### config.mk
export PLATFORM = sky130hd
export DESIGN_NAME = td4x_core_flat
export DESIGN_NICKNAME = d
export VERILOG_FILES = /design/src/rtl/td4x_prog_if.sv /design/src/rtl/td4x_core.sv /design/src/flat_wrapper.sv
export SDC_FILE = /design/constraint.sdc
export NUM_CORES = 1
export LEC_CHECK = 0
export CAP_MARGIN = 40
export CORE_ASPECT_RATIO = 0.5
export CORE_UTILIZATION = 55
export CTS_BUF_LIST = sky130_fd_sc_hd__clkbuf_4 sky130_fd_sc_hd__clkbuf_8 sky130_fd_sc_hd__clkbuf_16
export DETAILED_ROUTE_END_ITERATION = 10
export DONT_BUFFER_PORTS = 1
export PLACE_DENSITY = 0.7
export SLEW_MARGIN = 20
export SYNTH_ARGS = -nofsm -noshare
export SYNTH_HDL_FRONTEND = slang
export SYNTH_SLANG_ARGS = --single-unit
### constraint.sdc
create_clock -name clk -period 3.9 [get_ports clk]
set_clock_uncertainty 0.1 [all_clocks]
set_input_delay 0.39 -clock clk [delete_from_list [all_inputs] [get_ports clk]]
set_output_delay 0.39 -clock clk [all_outputs]
set_load 0.01 [all_outputs]
### src/rtl/td4x_prog_if.sv
// Program-store loader/readback port of the TD4-class core.
// The loader (master) drives address and write data; the core (slave) returns the addressed word.
interface td4x_prog_if #(
    parameter int DATA_W = 4,
    parameter int ADDR_W = 4
);
    logic [ADDR_W-1:0] prog_addr;
    logic [3:0]        prog_op;
    logic [DATA_W-1:0] prog_imm;
    logic              prog_we;
    logic [3:0]        rd_op;
    logic [DATA_W-1:0] rd_imm;

    modport master (
        output prog_addr, prog_op, prog_imm, prog_we,
        input  rd_op, rd_imm
    );

    modport slave (
        input  prog_addr, prog_op, prog_imm, prog_we,
        output rd_op, rd_imm
    );
endinterface

### src/rtl/td4x_core.sv
// Parametrised TD4-class CPU: flop program store, run/step/load/read control, one breakpoint.
// Executes one instruction per enabled cycle from mem[pc].
module td4x_core #(
    parameter int DATA_W = 4,
    parameter int ADDR_W = 4
) (
    input  logic              clk,
    input  logic              rst_n,
    input  logic [1:0]        mode,
    input  logic              step,
    td4x_prog_if.slave        prog,
    input  logic              bp_en,
    input  logic [ADDR_W-1:0] bp_addr,
    input  logic [DATA_W-1:0] io_in,
    output logic [DATA_W-1:0] reg_a,
    output logic [DATA_W-1:0] reg_b,
    output logic [DATA_W-1:0] io_out,
    output logic              carry,
    output logic [ADDR_W-1:0] pc,
    output logic              halted
);
    localparam int DEPTH  = 2 ** ADDR_W;
    localparam int WORD_W = 4 + DATA_W;

    localparam logic [1:0] MODE_RUN  = 2'b00;
    localparam logic [1:0] MODE_STEP = 2'b01;
    localparam logic [1:0] MODE_LOAD = 2'b10;
    localparam logic [1:0] MODE_READ = 2'b11;

    typedef enum logic [1:0] {S_HALT, S_RUN, S_STEP, S_BRK} state_e;

    typedef enum logic [3:0] {
        OP_ADD_A  = 4'b0000,
        OP_MOV_AB = 4'b0001,
        OP_IN_A   = 4'b0010,
        OP_MOV_AI = 4'b0011,
        OP_MOV_BA = 4'b0100,
        OP_ADD_B  = 4'b0101,
        OP_IN_B   = 4'b0110,
        OP_MOV_BI = 4'b0111,
        OP_OUT_B  = 4'b1001,
        OP_OUT_I  = 4'b1011,
        OP_JNC    = 4'b1110,
        OP_JMP    = 4'b1111
    } op_e;

    logic [WORD_W-1:0] mem [DEPTH];
    state_e            state, state_next;
    logic              exec;
    logic              step_s1, step_s2, step_d;
    logic              step_pulse;
    op_e               op;
    logic [DATA_W-1:0] im;
    logic [DATA_W:0]   sum_a, sum_b;

    // NOTE: the store is cleared by reset like any other state, so a reset forces a program reload.
    always_ff @(posedge clk or negedge rst_n) begin
        if (!rst_n) begin
            for (int i = 0; i < DEPTH; i++) mem[i] <= '0;
        end else if (mode == MODE_LOAD && prog.prog_we) begin
            mem[prog.prog_addr] <= {prog.prog_op, prog.prog_imm};
        end
    end

    assign prog.rd_op  = mem[prog.prog_addr][WORD_W-1:DATA_W];
    assign prog.rd_imm = mem[prog.prog_addr][DATA_W-1:0];
    assign op          = op_e'(mem[pc][WORD_W-1:DATA_W]);
    assign im          = mem[pc][DATA_W-1:0];
    assign sum_a       = {1'b0, reg_a} + {1'b0, im};
    assign sum_b       = {1'b0, reg_b} + {1'b0, im};

    // Two-flop synchroniser on the button, then a rising-edge detector.
    always_ff @(posedge clk or negedge rst_n) begin
        if (!rst_n) begin
            step_s1 <= 1'b0;
            step_s2 <= 1'b0;
            step_d  <= 1'b0;
        end else begin
            step_s1 <= step;
            step_s2 <= step_s1;
            step_d  <= step_s2;
        end
    end

    assign step_pulse = step_s2 & ~step_d;

    always_ff @(posedge clk or negedge rst_n) begin
        if (!rst_n) state <= S_HALT;
        else        state <= state_next;
    end

    // NOTE: defaults first so every path assigns both outputs and no latch is inferred.
    always_comb begin
        state_next = state;
        exec       = 1'b0;
        if (mode == MODE_LOAD || mode == MODE_READ) begin
            state_next = S_HALT;
        end else begin
            unique case (state)
                S_HALT: state_next = (mode == MODE_RUN) ? S_RUN : S_STEP;
                S_RUN: begin
                    if (mode == MODE_STEP)               state_next = S_STEP;
                    else if (bp_en && pc == bp_addr)     state_next = S_BRK;
                    else                                 exec       = 1'b1;
                end
                S_BRK: begin
                    if (mode != MODE_RUN) begin
                        state_next = S_HALT;
                    end else if (step_pulse) begin
                        exec       = 1'b1;
                        state_next = S_RUN;
                    end
                end
                S_STEP: begin
                    if (mode == MODE_RUN) state_next = S_RUN;
                    else                  exec       = step_pulse;
                end
                default: state_next = S_HALT;
            endcase
        end
    end

    assign halted = (state == S_HALT) || (state == S_BRK);

    // NOTE: architectural state uses non-blocking assignments so every update sees pre-edge values.
    always_ff @(posedge clk or negedge rst_n) begin
        if (!rst_n) begin
            reg_a  <= '0;
            reg_b  <= '0;
            io_out <= '0;
            carry  <= 1'b0;
            pc     <= '0;
        end else if (exec) begin
            pc    <= pc + 1'b1;
            carry <= 1'b0;
            case (op)
                OP_ADD_A:  {carry, reg_a} <= sum_a;
                OP_ADD_B:  {carry, reg_b} <= sum_b;
                OP_MOV_AB: reg_a  <= reg_b;
                OP_MOV_BA: reg_b  <= reg_a;
                OP_MOV_AI: reg_a  <= im;
                OP_MOV_BI: reg_b  <= im;
                OP_IN_A:   reg_a  <= io_in;
                OP_IN_B:   reg_b  <= io_in;
                OP_OUT_B:  io_out <= reg_b;
                OP_OUT_I:  io_out <= im;
                OP_JNC:    if (!carry) pc <= im[ADDR_W-1:0];
                OP_JMP:    pc <= im[ADDR_W-1:0];
                default:   ;
            endcase
        end
    end
endmodule
### src/flat_wrapper.sv
// flat-port wrapper written by rule: the top's interface ports become plain ports
module td4x_core_flat 
#(
    parameter int DATA_W = 4,
    parameter int ADDR_W = 4
)
  (clk, rst_n, mode, step, bp_en, bp_addr, io_in, reg_a, reg_b, io_out, carry, pc, halted, prog_prog_addr, prog_prog_op, prog_prog_imm, prog_prog_we, prog_rd_op, prog_rd_imm);
  td4x_prog_if #(.DATA_W(DATA_W), .ADDR_W(ADDR_W)) prog_i ();
  input  logic clk;
  input  logic rst_n;
  input  logic [1:0] mode;
  input  logic step;
  input  logic bp_en;
  input  logic [ADDR_W-1:0] bp_addr;
  input  logic [DATA_W-1:0] io_in;
  output logic [DATA_W-1:0] reg_a;
  output logic [DATA_W-1:0] reg_b;
  output logic [DATA_W-1:0] io_out;
  output logic carry;
  output logic [ADDR_W-1:0] pc;
  output logic halted;
  input wire logic [$bits(prog_i.prog_addr)-1:0] prog_prog_addr;
  input wire logic [$bits(prog_i.prog_op)-1:0] prog_prog_op;
  input wire logic [$bits(prog_i.prog_imm)-1:0] prog_prog_imm;
  input wire logic [$bits(prog_i.prog_we)-1:0] prog_prog_we;
  output wire logic [$bits(prog_i.rd_op)-1:0] prog_rd_op;
  output wire logic [$bits(prog_i.rd_imm)-1:0] prog_rd_imm;
  assign prog_i.prog_addr = prog_prog_addr;
  assign prog_i.prog_op = prog_prog_op;
  assign prog_i.prog_imm = prog_prog_imm;
  assign prog_i.prog_we = prog_prog_we;
  assign prog_rd_op = prog_i.rd_op;
  assign prog_rd_imm = prog_i.rd_imm;
  td4x_core #(.DATA_W(DATA_W), .ADDR_W(ADDR_W)) u_core (.clk(clk), .rst_n(rst_n), .mode(mode), .step(step), .prog(prog_i), .bp_en(bp_en), .bp_addr(bp_addr), .io_in(io_in), .reg_a(reg_a), .reg_b(reg_b), .io_out(io_out), .carry(carry), .pc(pc), .halted(halted));
endmodule
==> results.sh <==
export IMPL_violations="negative hold slack"
export IMPL_numClockSinks=150
export IMPL_power_share_clock_pct=32.6
export IMPL_worstHoldPathType="in2async"
export IMPL_grt_max_degree=151
export IMPL_holdWs_ns=-0.446
export IMPL_drt_iter0_drc=563
export IMPL_synth_adder_area_share_pct=2.37
export IMPL_die_area_um2=16100
export IMPL_cts_buffer_depth=2
export IMPL_synth_cell_types=53
export IMPL_cts_made_buffers=17
export IMPL_fmax_mhz=282
export IMPL_ant_nets=0
export IMPL_internal_power_uw=3490
export IMPL_p_leak_uw=0.00430
export IMPL_synth_top_family_by_area="multiplexers"
export IMPL_hpwl_mm=13.3
export IMPL_maxCapViolations=0
export IMPL_fin_util_pct=63.3
export IMPL_swShare_pct=31.8
export IMPL_synth_area_leaders="dfrtp_1, mux2_2, mux4_2"
export IMPL_via_per_inst=6.61
export IMPL_die_height_um=90.1
export IMPL_critPathMaxStageDelay_ns=0.75
export IMPL_synth_top_area_cell="dfrtp_1"
export IMPL_pwr_share_comb_pct=27.8
export IMPL_grt_pass1_vias=5372
export IMPL_area_delta_synth_final_pct=9.88
export IMPL_cts_repair_resized=0
export IMPL_critPathArrivalTime_ns=3.75
export IMPL_ir_worst_vdd_uv=383
export IMPL_core_area_um2=14800
export IMPL_diodes=0
export IMPL_antenna_found_initial=0
export IMPL_yosysMostFrequentCell="dfrtp_1"
export IMPL_syn_num_nets=639
export IMPL_crit_type="reg2reg"
export IMPL_synth_seq_cells=150
export IMPL_finalMaxSlewViolations=0
export IMPL_synth_seq_area_share_pct=44.0
export IMPL_synth_edf_count=0
export IMPL_synth_simple_gate_area_share_pct=4.90
export IMPL_ctsRootBufferMaster="clkbuf_16"
export IMPL_first_pass_iters=5
export IMPL_finalSetupViolations=0
export IMPL_slew_headroom_pct=48.5
export IMPL_worst_endpoint_required_ns=4.11
export IMPL_routed_wirelength_mm=20.7
export IMPL_io_pins=53
export IMPL_clk_pin_slew_ns=0.07
export IMPL_nets=646
export IMPL_worstPathMaxFanout=18
export IMPL_synth_mux_area_share_pct=40.5
export IMPL_seqPwrFrac_pct=39.6
export IMPL_grt_ovfl_total=0
export IMPL_initial_core_util_pct=57.6
export IMPL_htreeDepth=4
export IMPL_grt_pass1_wl_mm=32.3
export IMPL_async_flop_share_pct=100
export IMPL_io_buffers=0
export IMPL_status="complete, but fails checks"
export IMPL_syn_area_per_cell_um2=14.3
export IMPL_synth_compound_area_share_pct=4.05
export IMPL_period_minus_slack_ns=3.54
export IMPL_gp_congestion=0.835
export IMPL_finalSetupTns_ns=0
export IMPL_wl_per_cell_um=25.3
export IMPL_crit_path_end_kind="register"
export IMPL_rsz0062_at_grt="no"
export IMPL_synthXorXnorAreaFrac_pct=0.821
export IMPL_route_detailed_drc=0
export IMPL_tightest_slew_ns=0.770
export IMPL_die_x_um=178
export IMPL_cellPowerDensity_nw_per_um2=545
export IMPL_drive_gt1_share_pct=41.3
export IMPL_path_cells="mux4_2 -> a22oi_1 -> nand2_1 -> ha_1 -> fa_1 -> a21o_1 -> a21oi_1 -> or3_1 -> o21ai_0 -> a32o_1"
export IMPL_startpoint_type="register"
export IMPL_via_count=5390
export IMPL_netlist_top_cells_count="dfrtp_1, mux2_2, mux4_2"
export IMPL_syn_inst=597
export IMPL_synth_top_area_share_pct=44.0
export IMPL_yosys_warnings=0
export IMPL_hold_viol_final=150
export IMPL_cts_tree="built"
export IMPL_syn_area_um2=8540
export IMPL_synth_flop_cell="dfrtp_1"
export IMPL_clk_insertion_delay_late_ns=0.43
export IMPL_fp_row_count=31
export IMPL_crit_path_top_delay_cell="dfrtp_2"
export IMPL_finalCritPeriodShare_pct=90.8
export IMPL_gr_usage_all_layers_pct=27.5
export IMPL_switchingPower_uw=1620
state kept, by name (all words and copies together) (netlist names):
name            flops
u_core.mem        128
u_core.reg_a        4
u_core.state        2
u_core.step_s1      1
u_core.step_s2      1
u_core.carry        1
u_core.pc           4
u_core.reg_b        4
u_core.step_d       1
u_core.io_out       4
area by class of cell:
type	instances	area (um2)
fill	1089	5440
multi-input combinational	393	4490
sequential	150	3750
clock buffer	18	439
tap	198	248
timing repair buffer	29	239
clock inverter	14	160
inverter	13	48.8
timing repair:
item                      CTS  global route
hold endpoints to repair  164           153
hold buffers                6             3
buffers inserted            0             0
worst max-delay path, delay by kind of cell, from the launching register on:
family	cells	cell delay [ns]
and+or+nand+nor	2	0.35
muxes	1	0.59
AOI/OAI and AO/OA	5	0.91
DFF	1	0.75
adders and majority gates	2	0.71
path summary, 6_finish.rpt:
kind | slack, ns | start | cells after the start | end
min | -0.45 | rst_n | 0 | u_core.state[0]$_DFFE_PN0P_
max reg2reg | 0.36 | u_core.pc[0]$_DFFE_PN0P_ | 10 | u_core.carry$_DFFE_PN0P_
min in group clk | 0.01 | prog_prog_imm[1] | 1 | u_core.mem[17]$_DFFE_PN0P_
max in group asynchronous | 3.95 | rst_n | 0 | u_core.mem[61]$_DFFE_PN0P_
max | 0.36 | u_core.pc[0]$_DFFE_PN0P_ | 10 | u_core.carry$_DFFE_PN0P_
min reg2reg | 0.25 | u_core.step_s1$_DFF_PN0_ | 0 | u_core.step_s2$_DFF_PN0_
layout by cell type, fill, tap and decap left out, drive strengths merged, types with 5 or more instances in the layout:
master and n:
dfrtp 150, mux2 140, mux4 68, mux2i 31
nand2 25, buf 20, inv 20, clkbuf 18
nor2 17, ha 13, a22oi 12, o21ai 10
a21oi 9, dlygate4sd3 9, nand3 7, nor2b 6
clkinv 5
per-stage QoR:
step	power [uW]	hold slack, ns	instances	setup slack, ns	area, um2
after floorplan	3210	-0.00559	597	0.431	8540
after global placement	3410	-0.00170	771	0.456	8670
after detailed placement	3460	-0.00179	773	0.389	8690
after CTS	5130	-0.457	811	0.390	9350
after global routing	5350	-0.460	815	0.180	9380
final	5110	-0.446	815	0.360	9380
per-layer routing:
layer | vias up | part of all wire, % | GRT usage [%]
li1 | 2304 | - | -
met1 | 2860 | 46 | 40.8
met2 | 207 | 45 | 40.3
met3 | 19 | 7.6 | 6.77
met4 | 0 | 1.3 | 7.49
met5 | - | 0 | 0
logic make-up after synthesis:
family	count (synthesis)
multiplexers	239
flip-flops	150
AND/OR/NAND/NOR	81
buffers and inverters	54
AO/OA/AOI/OAI	50
adder cells (fa/ha/maj)	15
XOR/XNOR	8
power by group through the flow:
| stage | logic, uW | clock network, uW | registers (uW) |
|---|---|---|---|
| global route | 1530 | 1750 | 2070 |
| finish | 1420 | 1670 | 2030 |
| global placement | 1370 | 0 | 2040 |
| floorplan | 1280 | 0 | 1930 |
| CTS | 1420 | 1690 | 2030 |
| detailed placement | 1400 | 0 | 2060 |
No activity file was read; power rests on OpenSTA's default activity.
